==> src/rtl/mod241_pkg.sv <==
// Shared constants, state encoding and residue-weight lookup for the mod-241 stream controller.
package mod241_pkg;

  localparam int MOD   = 241;
  localparam int W1    = 15;
  localparam int W2    = 225;
  localparam int ACC_W = 22;

  typedef enum logic [2:0] {
    IDLE,
    ACCUM,
    F1,
    F2,
    F3,
    CORR,
    DONE
  } state_t;

  // 2^(8k) mod 241 repeats with period three: 1, 15, 225.
  function automatic logic [ACC_W-1:0] weight(input logic [1:0] idx);
    case (idx)
      2'd1:    weight = ACC_W'(W1);
      2'd2:    weight = ACC_W'(W2);
      default: weight = ACC_W'(1);
    endcase
  endfunction

endpackage

==> src/rtl/mod241_fold.sv <==
// One combinational fold step: re-weights the upper accumulator bytes by their residues mod 241.
module mod241_fold
  import mod241_pkg::*;
(
  input  logic [ACC_W-1:0] acc_in,
  output logic [ACC_W-1:0] acc_out
);

  assign acc_out = ACC_W'(acc_in[7:0])
                 + ACC_W'(acc_in[15:8])  * ACC_W'(W1)
                 + ACC_W'(acc_in[21:16]) * ACC_W'(W2);

endmodule

==> src/rtl/mod241_stream_ctrl.sv <==
// Serial mod-241 reducer: accumulates weighted LSB-first bytes, folds three times, then corrects once.
// Optional early termination via in_last when MOD241_CTRL_LAST_EN is defined.
module mod241_stream_ctrl
  import mod241_pkg::*;
#(
  parameter int NBYTES = 50
) (
  input  logic       clk,
  input  logic       rst_n,
  input  logic       start,
  input  logic       in_valid,
  output logic       in_ready,
  input  logic [7:0] in_data,
`ifdef MOD241_CTRL_LAST_EN
  input  logic       in_last,
`endif
  output logic       out_valid,
  input  logic       out_ready,
  output logic [7:0] out_res,
  output logic       busy
);

  state_t           state, state_nxt;
  logic [ACC_W-1:0] acc;
  logic [ACC_W-1:0] fold_out;
  logic [5:0]       cnt;
  logic [1:0]       widx;
  logic             accept;
  logic             last_byte;
  logic             restart;

  mod241_fold u_fold (
    .acc_in  (acc),
    .acc_out (fold_out)
  );

  assign accept = in_valid && in_ready;

`ifdef MOD241_CTRL_LAST_EN
  assign last_byte = (cnt == 6'(NBYTES - 1)) || in_last;
`else
  assign last_byte = (cnt == 6'(NBYTES - 1));
`endif

  // A new operand may only begin from IDLE or on the DONE output handshake.
  assign restart = start && ((state == IDLE) || ((state == DONE) && out_ready));

  always_ff @(posedge clk) begin
    if (!rst_n) state <= IDLE;
    else        state <= state_nxt;
  end

  always_comb begin
    state_nxt = state;
    in_ready  = 1'b0;
    out_valid = 1'b0;
    busy      = 1'b1;
    case (state)
      IDLE: begin
        busy = 1'b0;
        if (start) state_nxt = ACCUM;
      end
      ACCUM: begin
        in_ready = 1'b1;
        if (accept && last_byte) state_nxt = F1;
      end
      F1:   state_nxt = F2;
      F2:   state_nxt = F3;
      F3:   state_nxt = CORR;
      CORR: state_nxt = DONE;
      DONE: begin
        out_valid = 1'b1;
        if (out_ready) state_nxt = start ? ACCUM : IDLE;
      end
      default: state_nxt = IDLE;
    endcase
  end

  // After three folds acc is at most 330, so a single conditional subtract lands in 0..240.
  always_ff @(posedge clk) begin
    if (!rst_n) begin
      acc     <= '0;
      cnt     <= '0;
      widx    <= '0;
      out_res <= '0;
    end else begin
      if (restart) begin
        acc  <= '0;
        cnt  <= '0;
        widx <= '0;
      end else if (accept) begin
        acc  <= acc + ACC_W'(in_data) * weight(widx);
        cnt  <= cnt + 6'd1;
        widx <= (widx == 2'd2) ? 2'd0 : widx + 2'd1;
      end else if ((state == F1) || (state == F2) || (state == F3)) begin
        acc <= fold_out;
      end
      if (state == CORR)
        out_res <= (acc >= ACC_W'(MOD)) ? 8'(acc - ACC_W'(MOD)) : acc[7:0];
    end
  end

endmodule

==> config.mk <==
export PLATFORM = sky130hd
export DESIGN_NAME = mod241_stream_ctrl
export DESIGN_NICKNAME = d
export VERILOG_FILES = /design/src/rtl/mod241_pkg.sv /design/src/rtl/mod241_fold.sv /design/src/rtl/mod241_stream_ctrl.sv
export SDC_FILE = /design/constraint.sdc
export NUM_CORES = 1
export LEC_CHECK = 0
export CAP_MARGIN = 25
export CORE_ASPECT_RATIO = 0.5
export CORE_UTILIZATION = 50
export CTS_CLUSTER_SIZE = 14
export DETAILED_ROUTE_END_ITERATION = 12
export GPL_ROUTABILITY_DRIVEN = 0
export PLACE_DENSITY = 0.65
export RECOVER_POWER = 50
export SYNTH_ARGS = -nofsm -noshare
export SYNTH_HDL_FRONTEND = slang
export SYNTH_HIERARCHICAL = 1
export SYNTH_SLANG_ARGS = --single-unit
export TNS_END_PERCENT = 50
==> constraint.sdc <==
create_clock -name clk -period 8.06 [get_ports clk]
set_input_delay 0.806 -clock clk [delete_from_list [all_inputs] [get_ports clk]]
set_output_delay 0.806 -clock clk [all_outputs]
set_load 0.01 [all_outputs]
==> results of run 1 <==
==> cells by family after synthesis <==
logic type | Yosys count | synth area share
buf+inv | 199 | 0.122
other cells | 1 | 0.000564
mux | 22 | 0.0354
simple gates | 157 | 0.123
compound gates | 123 | 0.123
flops | 41 | 0.123
fa+ha+maj | 181 | 0.433
xor+xnor | 30 | 0.0395
==> synthesized netlist by cell type (5+ instances only) <==
cell type / count / share of area
clkbuf_1: 6 / 0.0034
nor2_1: 35 / 0.020
a21o_1: 9 / 0.010
fa_1: 82 / 0.25
o21ai_0: 18 / 0.014
nor2b_1: 8 / 0.0075
nand3_1: 15 / 0.011
or3_1: 7 / 0.0066
and2_1: 12 / 0.011
a31oi_1: 9 / 0.0085
inv_1: 174 / 0.098
ha_1: 99 / 0.19
nor4_1: 5 / 0.0047
dfxtp_1: 41 / 0.12
nand2_1: 38 / 0.021
a21oi_1: 38 / 0.029
xor2_1: 10 / 0.013
nor3_1: 7 / 0.0053
o211ai_1: 7 / 0.0079
xnor2_1: 20 / 0.026
buf_4: 10 / 0.011
nand4_1: 6 / 0.0056
o21a_1: 6 / 0.0068
and3_1: 5 / 0.0047
a211oi_1: 15 / 0.017
mux2i_1: 19 / 0.029
==> layer usage <==
metal  vias up  part of all wire  GRT usage
met5         -                 0          0
met4         0             0.011     0.0417
met3        15             0.045     0.0258
met2       101              0.41      0.322
met1      2326              0.53      0.344
li1       2462                 -          -
==> power by group through the flow <==
stage	logic (mW)	clock network, mW	registers, mW
floorplan	0.197	0	0.221
global placement	0.246	0	0.227
detailed placement	0.248	0	0.227
CTS	0.252	0.243	0.222
global route	0.285	0.249	0.224
finish	0.248	0.240	0.223
==> final timing paths <==
kind	from	end	slack [ns]	cells past startpoint
max	acc[11]$_SDFFE_PP0P_	acc[11]$_SDFFE_PP0P_	2.56	17
min	out_res[0]$_SDFFE_PN0P_	out_res[0]$_SDFFE_PN0P_	0.46	2
min reg2reg	out_res[0]$_SDFFE_PN0P_	out_res[0]$_SDFFE_PN0P_	0.46	2
max reg2reg	acc[11]$_SDFFE_PP0P_	acc[11]$_SDFFE_PP0P_	2.56	17
==> final cells by class <==
type	instances	area (um^2)	share of cell area
Tap cell	170	213	0.0297
Clock buffer	5	125	0.0175
Clock inverter	3	46.3	0.00647
Sequential cell	41	821	0.115
Inverter	174	653	0.0913
Timing Repair Buffer	26	269	0.0376
Multi-Input combinational cell	520	5030	0.703
==> metrics by stage <==
stage / hold WS [ns] / cells
2_1_floorplan: 0.458 / 760
3_3_place_gp: 0.446 / 930
3_5_place_dp: 0.456 / 931
4_1_cts: 0.468 / 939
5_1_grt: 0.487 / 939
6_report: 0.456 / 939
==> registers in the layout, indices dropped and copies added, names as in the netlist <==
| register | flops |
|---|---|
| state | 3 |
| widx | 2 |
| acc | 22 |
| out_res | 8 |
| cnt | 6 |
==> worst register-to-register path, delay by kind of cell, from the launching register on <==
| kind | cells | cell delay [ns] |
|---|---|---|
| flops | 1 | 0.49 |
| compound gates | 4 | 0.74 |
| mux | 1 | 0.12 |
| simple gates | 2 | 0.67 |
| buf+inv | 4 | 0.34 |
| fa+ha+maj | 6 | 3.00 |
==> run_results.csv, run 1 <==
group,metric,value,unit
yosys,synth_seq_area_share,0.123,
clock_tree,htreeDepth,2,
timing,fin_crit_sh,0.682,
worst_setup_path,crit_path_start_kind,"flop",
timing,rsz0062_at_grt,"false",
power,p_seq_frac,0.313,
min_path,hp-class,"flop to flop",
die,die_x,165,um
power,switching_share,0.358,
placed_design,place_area,7000,um^2
yosys,synthFlopType,"dfxtp_1",
finish,nets,962,
timing,setup_ws,2.56,ns
power,combPwrFrac,0.349,
worst_setup_path,crit_path_frequent_cell,"fa_1",
clock_tree,clkTransAtPathRegs,0.07,ns
run_status,status,"complete, but fails checks",
timing,period_needed,5.50,ns
placed_design,place_worst_setup_slack,2.32,ns
route,num_vias,4904,
yosys,syn_inst,754,
route,avgViaCountPerCell,5.22,
worst_setup_path,crit_slowest_cell,"fa_1",
timing,worst_pin_slew,1.60,ns
power,ir_worst_vdd,0.0953,mV
placed_design,dp.final_hpwl,11500,um
clock_tree,cts.sinks,41,
global_route,grt_pass1_wl,23900,um
clock_tree,clock_path_buffers,2,
worst_setup_path,cp.required,8.22,ns
timing,fin_skew,0.0101,ns
worst_setup_path,setup.worst_path.class,"flop to flop",
worst_setup_path,crit_chain,"inv_1 -> fa_1 -> inv_1 -> fa_1 -> inv_1 -> fa_1 -> fa_1 -> inv_1 -> fa_1 -> ha_1 -> and3_1 -> a31oi_1 -> o21ai_2 -> or4b_1 -> o211ai_1 -> mux2i_1 -> a2111oi_0",
route,wl,13900,um
clock_tree,postCtsHoldBufs,0,
route,post-route-drc-count,0,
die,core_area,12800,um^2
global_route,antenna_found_initial,0,
worst_setup_path,max_stage_delay,0.56,ns
placed_design,io_buffer_count,23,
power,p_clk_frac,0.338,
power,leakagePower,3.84,nW
finish,nFillCells,1179,
global_route,grt_usage,0.220,
job,maxCapViolCount,1,
worst_setup_path,cp_data_arrival_time,5.66,ns
power,p_per_area,99.4,nW/um^2
die,rows,29,
power,power.switching,0.254,mW
yosys,synth_seq_cells,41,
clock_tree,cts_made_buffers,5,
timing,finalHoldViolCount,0,
power,design_power_total,0.711,mW
die,die_area,13800,um^2
timing,setup_tns,0,ns
global_route,grt_pass1_vias,4789,
yosys,ys.warnings.count,6,
clock_tree,cts_tree,"built",
worst_setup_path,end_kind,"flop",
finish,antenna_cells,0,
route,drt_iter0_drc,320,
worst_setup_path,path_delay_family,"adder cells",
yosys,avgSynthCellArea,8.82,um^2
timing,finalSetupViolCount,0,
global_route,grt_max_degree,35,
yosys,syn_area,6650,um^2
route,ant_nets,0,
die,start_util,0.519,
finish,final_util,0.559,
die,ios,24,
timing,max_slew_margin,-0.0691,
finish,drive_above_1_share,0.0299,
power,p_int,0.457,mW
yosys,synth_edf_count,0,
yosys,async_reset_ff_frac,0,
timing,fmax,182,MHz
finish,final_common_cell,"inv_1",
finish,area_growth_syn_to_layout,7.64,%
route,wire_per_inst,14.8,um
clock_tree,clk-insertion-delay-late,0.30,ns
clock_tree,cts-resized-gates,0,
clock_tree,cts-root-buf,"clkbuf_16",
clock_tree,cts_setup_buffers,0,
worst_setup_path,cp_num_buf_inv,4,
finish,final_cell_mix,"inv_1, ha_1, fa_1",
global_route,gr-total-overflow,0,
yosys,synthDistinctLibCells,64,
timing,slew_viol_final,33,
route,drtPass1Iterations,4,
run_status,violations,"capacitance limit, slew limit",
finish,stdcell_area,7160,um^2
worst_setup_path,crit_fanout,8,
die,fp.dieH,83.5,um
(Power assumes the default switching activity.)
==> run 2: changes to the inputs <==
--- a/config.mk
+++ b/config.mk
@@ -11,7 +11,7 @@
 export CTS_CLUSTER_SIZE = 14
 export DETAILED_ROUTE_END_ITERATION = 12
 export GPL_ROUTABILITY_DRIVEN = 0
-export PLACE_DENSITY = 0.65
+export PLACE_DENSITY = 0.68
 export RECOVER_POWER = 50
 export SYNTH_ARGS = -nofsm -noshare
 export SYNTH_HDL_FRONTEND = slang
==> constraint.sdc (replaced) <==
create_clock -name clk -period 4.53 [get_ports clk]
set_input_delay 0.453 -clock clk [delete_from_list [all_inputs] [get_ports clk]]
set_output_delay 0.453 -clock clk [all_outputs]
set_load 0.01 [all_outputs]
==> run 2 against run 1 <==
  * Global-route usage grew 2.4 points
  * Count of clock-buffer cells in the layout rose by 1
  * Non-clock buffer count grew 102
  * First-iteration DRC count is 31% lower
  * The run ends with setup timing left
  * Sequential share of layout area fell by 1.3 points
  * Design area increased by 16%
  * Clock power is 51% higher
  * Largest cell class unchanged
  * Die area did not move
  * Fmax increased by 16%
==> run_results.csv, run 2 (synthesized netlist as in run 1, its figures left out) <==
group,metric,value,unit
timing,setup_tns,-0.855,ns
clock_tree,clkTransAtPathRegs,0.06,ns
clock_tree,clock_path_buffers,2,
worst_setup_path,max_stage_delay,0.52,ns
power,p_per_area,165,nW/um^2
clock_tree,cts-root-buf,"clkbuf_16",
run_status,status,"complete, but fails checks",
worst_setup_path,cp_num_buf_inv,4,
timing,rsz0062_at_grt,"true",
die,core_area,12800,um^2
finish,stdcell_area,8280,um^2
timing,fmax,211,MHz
placed_design,dp.final_hpwl,12800,um
finish,final_common_cell,"inv_1",
worst_setup_path,setup.worst_path.class,"flop to flop",
route,ant_nets,0,
worst_setup_path,crit_path_start_kind,"flop",
finish,largest_reg_flops,22,
timing,slew_viol_final,0,
route,drtPass1Iterations,4,
timing,max_slew_margin,0.512,
timing,whs,0.453,ns
clock_tree,htreeDepth,2,
power,leakagePower,4.35,nW
worst_setup_path,cp_data_arrival_time,4.93,ns
route,num_vias,5428,
global_route,grt_max_degree,25,
worst_setup_path,crit_slowest_cell,"fa_1",
finish,nets,1064,
clock_tree,cts.sinks,41,
global_route,grt_usage,0.244,
global_route,gr-total-overflow,0,
finish,final_cell_mix,"inv_1, buf_4, ha_1",
clock_tree,cts_tree,"built",
global_route,grt_pass1_vias,5500,
global_route,antenna_found_initial,0,
die,die_x,165,um
route,avgViaCountPerCell,5.21,
route,wl,15800,um
worst_setup_path,cp.required,4.71,ns
min_path,hp-class,"flop to flop",
worst_setup_path,crit_path_frequent_cell,"fa_1",
worst_setup_path,crit_chain,"inv_4 -> fa_1 -> inv_1 -> fa_1 -> inv_1 -> fa_1 -> fa_1 -> inv_2 -> fa_1 -> ha_4 -> and3_4 -> a31oi_4 -> o21ai_2 -> or4b_1 -> o211ai_1 -> mux2i_1 -> a2111oi_2",
timing,fin_crit_sh,1.05,
route,wire_per_inst,15.2,um
timing,fin_skew,0.00679,ns
route,post-route-drc-count,0,
finish,top_regs,"acc: 22 flops, out_res: 8 flops, cnt: 6 flops",
timing,worst_pin_slew,0.731,ns
placed_design,place_worst_setup_slack,-0.492,ns
clock_tree,cts_made_buffers,5,
die,start_util,0.519,
die,die_area,13800,um^2
run_status,violations,"setup timing",
die,fp.dieH,83.5,um
placed_design,place_area,7760,um^2
die,rows,29,
timing,finalSetupViolCount,5,
finish,drive_above_1_share,0.232,
timing,finalHoldViolCount,0,
timing,period_needed,4.75,ns
finish,regMostFlops,"acc",
worst_setup_path,path_delay_family,"adder cells",
power,ir_worst_vdd,0.146,mV
finish,antenna_cells,0,
finish,area_growth_syn_to_layout,24.5,%
route,drt_iter0_drc,221,
clock_tree,clk-insertion-delay-late,0.29,ns
placed_design,io_buffer_count,23,
timing,setup_ws,-0.220,ns
job,maxCapViolCount,0,
worst_setup_path,end_kind,"flop",
worst_setup_path,crit_fanout,4,
global_route,grt_pass1_wl,26500,um
die,ios,24,
## run 2: report_power, final
group | switching (mW) | internal (mW) | total [mW]
registers | 0.0121 | 0.369 | 0.382
clock network | 0.157 | 0.205 | 0.363
logic | 0.334 | 0.287 | 0.620
total | 0.503 | 0.861 | 1.36
## run 2: worst paths after layout
kind	slack, ns	depth (start not counted)	startpoint	endpoint
worst max-delay path	-0.22	17	acc[12]$_SDFFE_PP0P_	acc[11]$_SDFFE_PP0P_
worst min-delay path	0.45	2	out_res[0]$_SDFFE_PN0P_	out_res[0]$_SDFFE_PN0P_
worst max register to register	-0.22	17	acc[12]$_SDFFE_PP0P_	acc[11]$_SDFFE_PP0P_
worst min register to register	0.45	2	out_res[0]$_SDFFE_PN0P_	out_res[0]$_SDFFE_PN0P_
## run 2: what timing repair did
action | 4_1_cts | 5_1_grt
hold buffers | 0 | 0
setup buffers | 6 | 2
resized for setup | 40 | 42
pin swaps | 31 | 27
endpoints found under the setup margin | 14 | 15
## run 2: per-layer routing
metal	part of all wire	wire length, um	global-route usage
met1	0.50	7950	0.358
met4	0.0070	110	0.0375
met5	0	0	0
met2	0.45	7070	0.385
met3	0.041	650	0.0363
## run 2: metrics by stage
step,power [mW],util,std cells
6_report,1.36,0.646,1041
5_1_grt,1.46,0.646,1041
4_1_cts,1.33,0.633,1039
3_5_place_dp,0.932,0.606,1025
3_3_place_gp,0.921,0.604,1024
2_1_floorplan,0.753,-,760
## run 2: cell type report
type	count	area (um^2)
Timing Repair Buffer	128	1040
Clock inverter	2	13.8
Tap cell	170	213
Clock buffer	6	129
Fill cell	1039	4530
Sequential cell	41	842
Multi-Input combinational cell	520	5380
Inverter	174	661
## run 2: worst register-to-register path, cell delays in order (launching register included)
cell and delay (ns):
dfxtp_4 0.36, inv_4 0.05, fa_1 0.52, inv_1 0.05, fa_1 0.47, inv_1 0.05
fa_1 0.44, fa_1 0.50, inv_2 0.04, fa_1 0.50, ha_4 0.33, and3_4 0.20
a31oi_4 0.08, o21ai_2 0.10, or4b_1 0.45, o211ai_1 0.10, mux2i_1 0.11, a2111oi_2 0.29
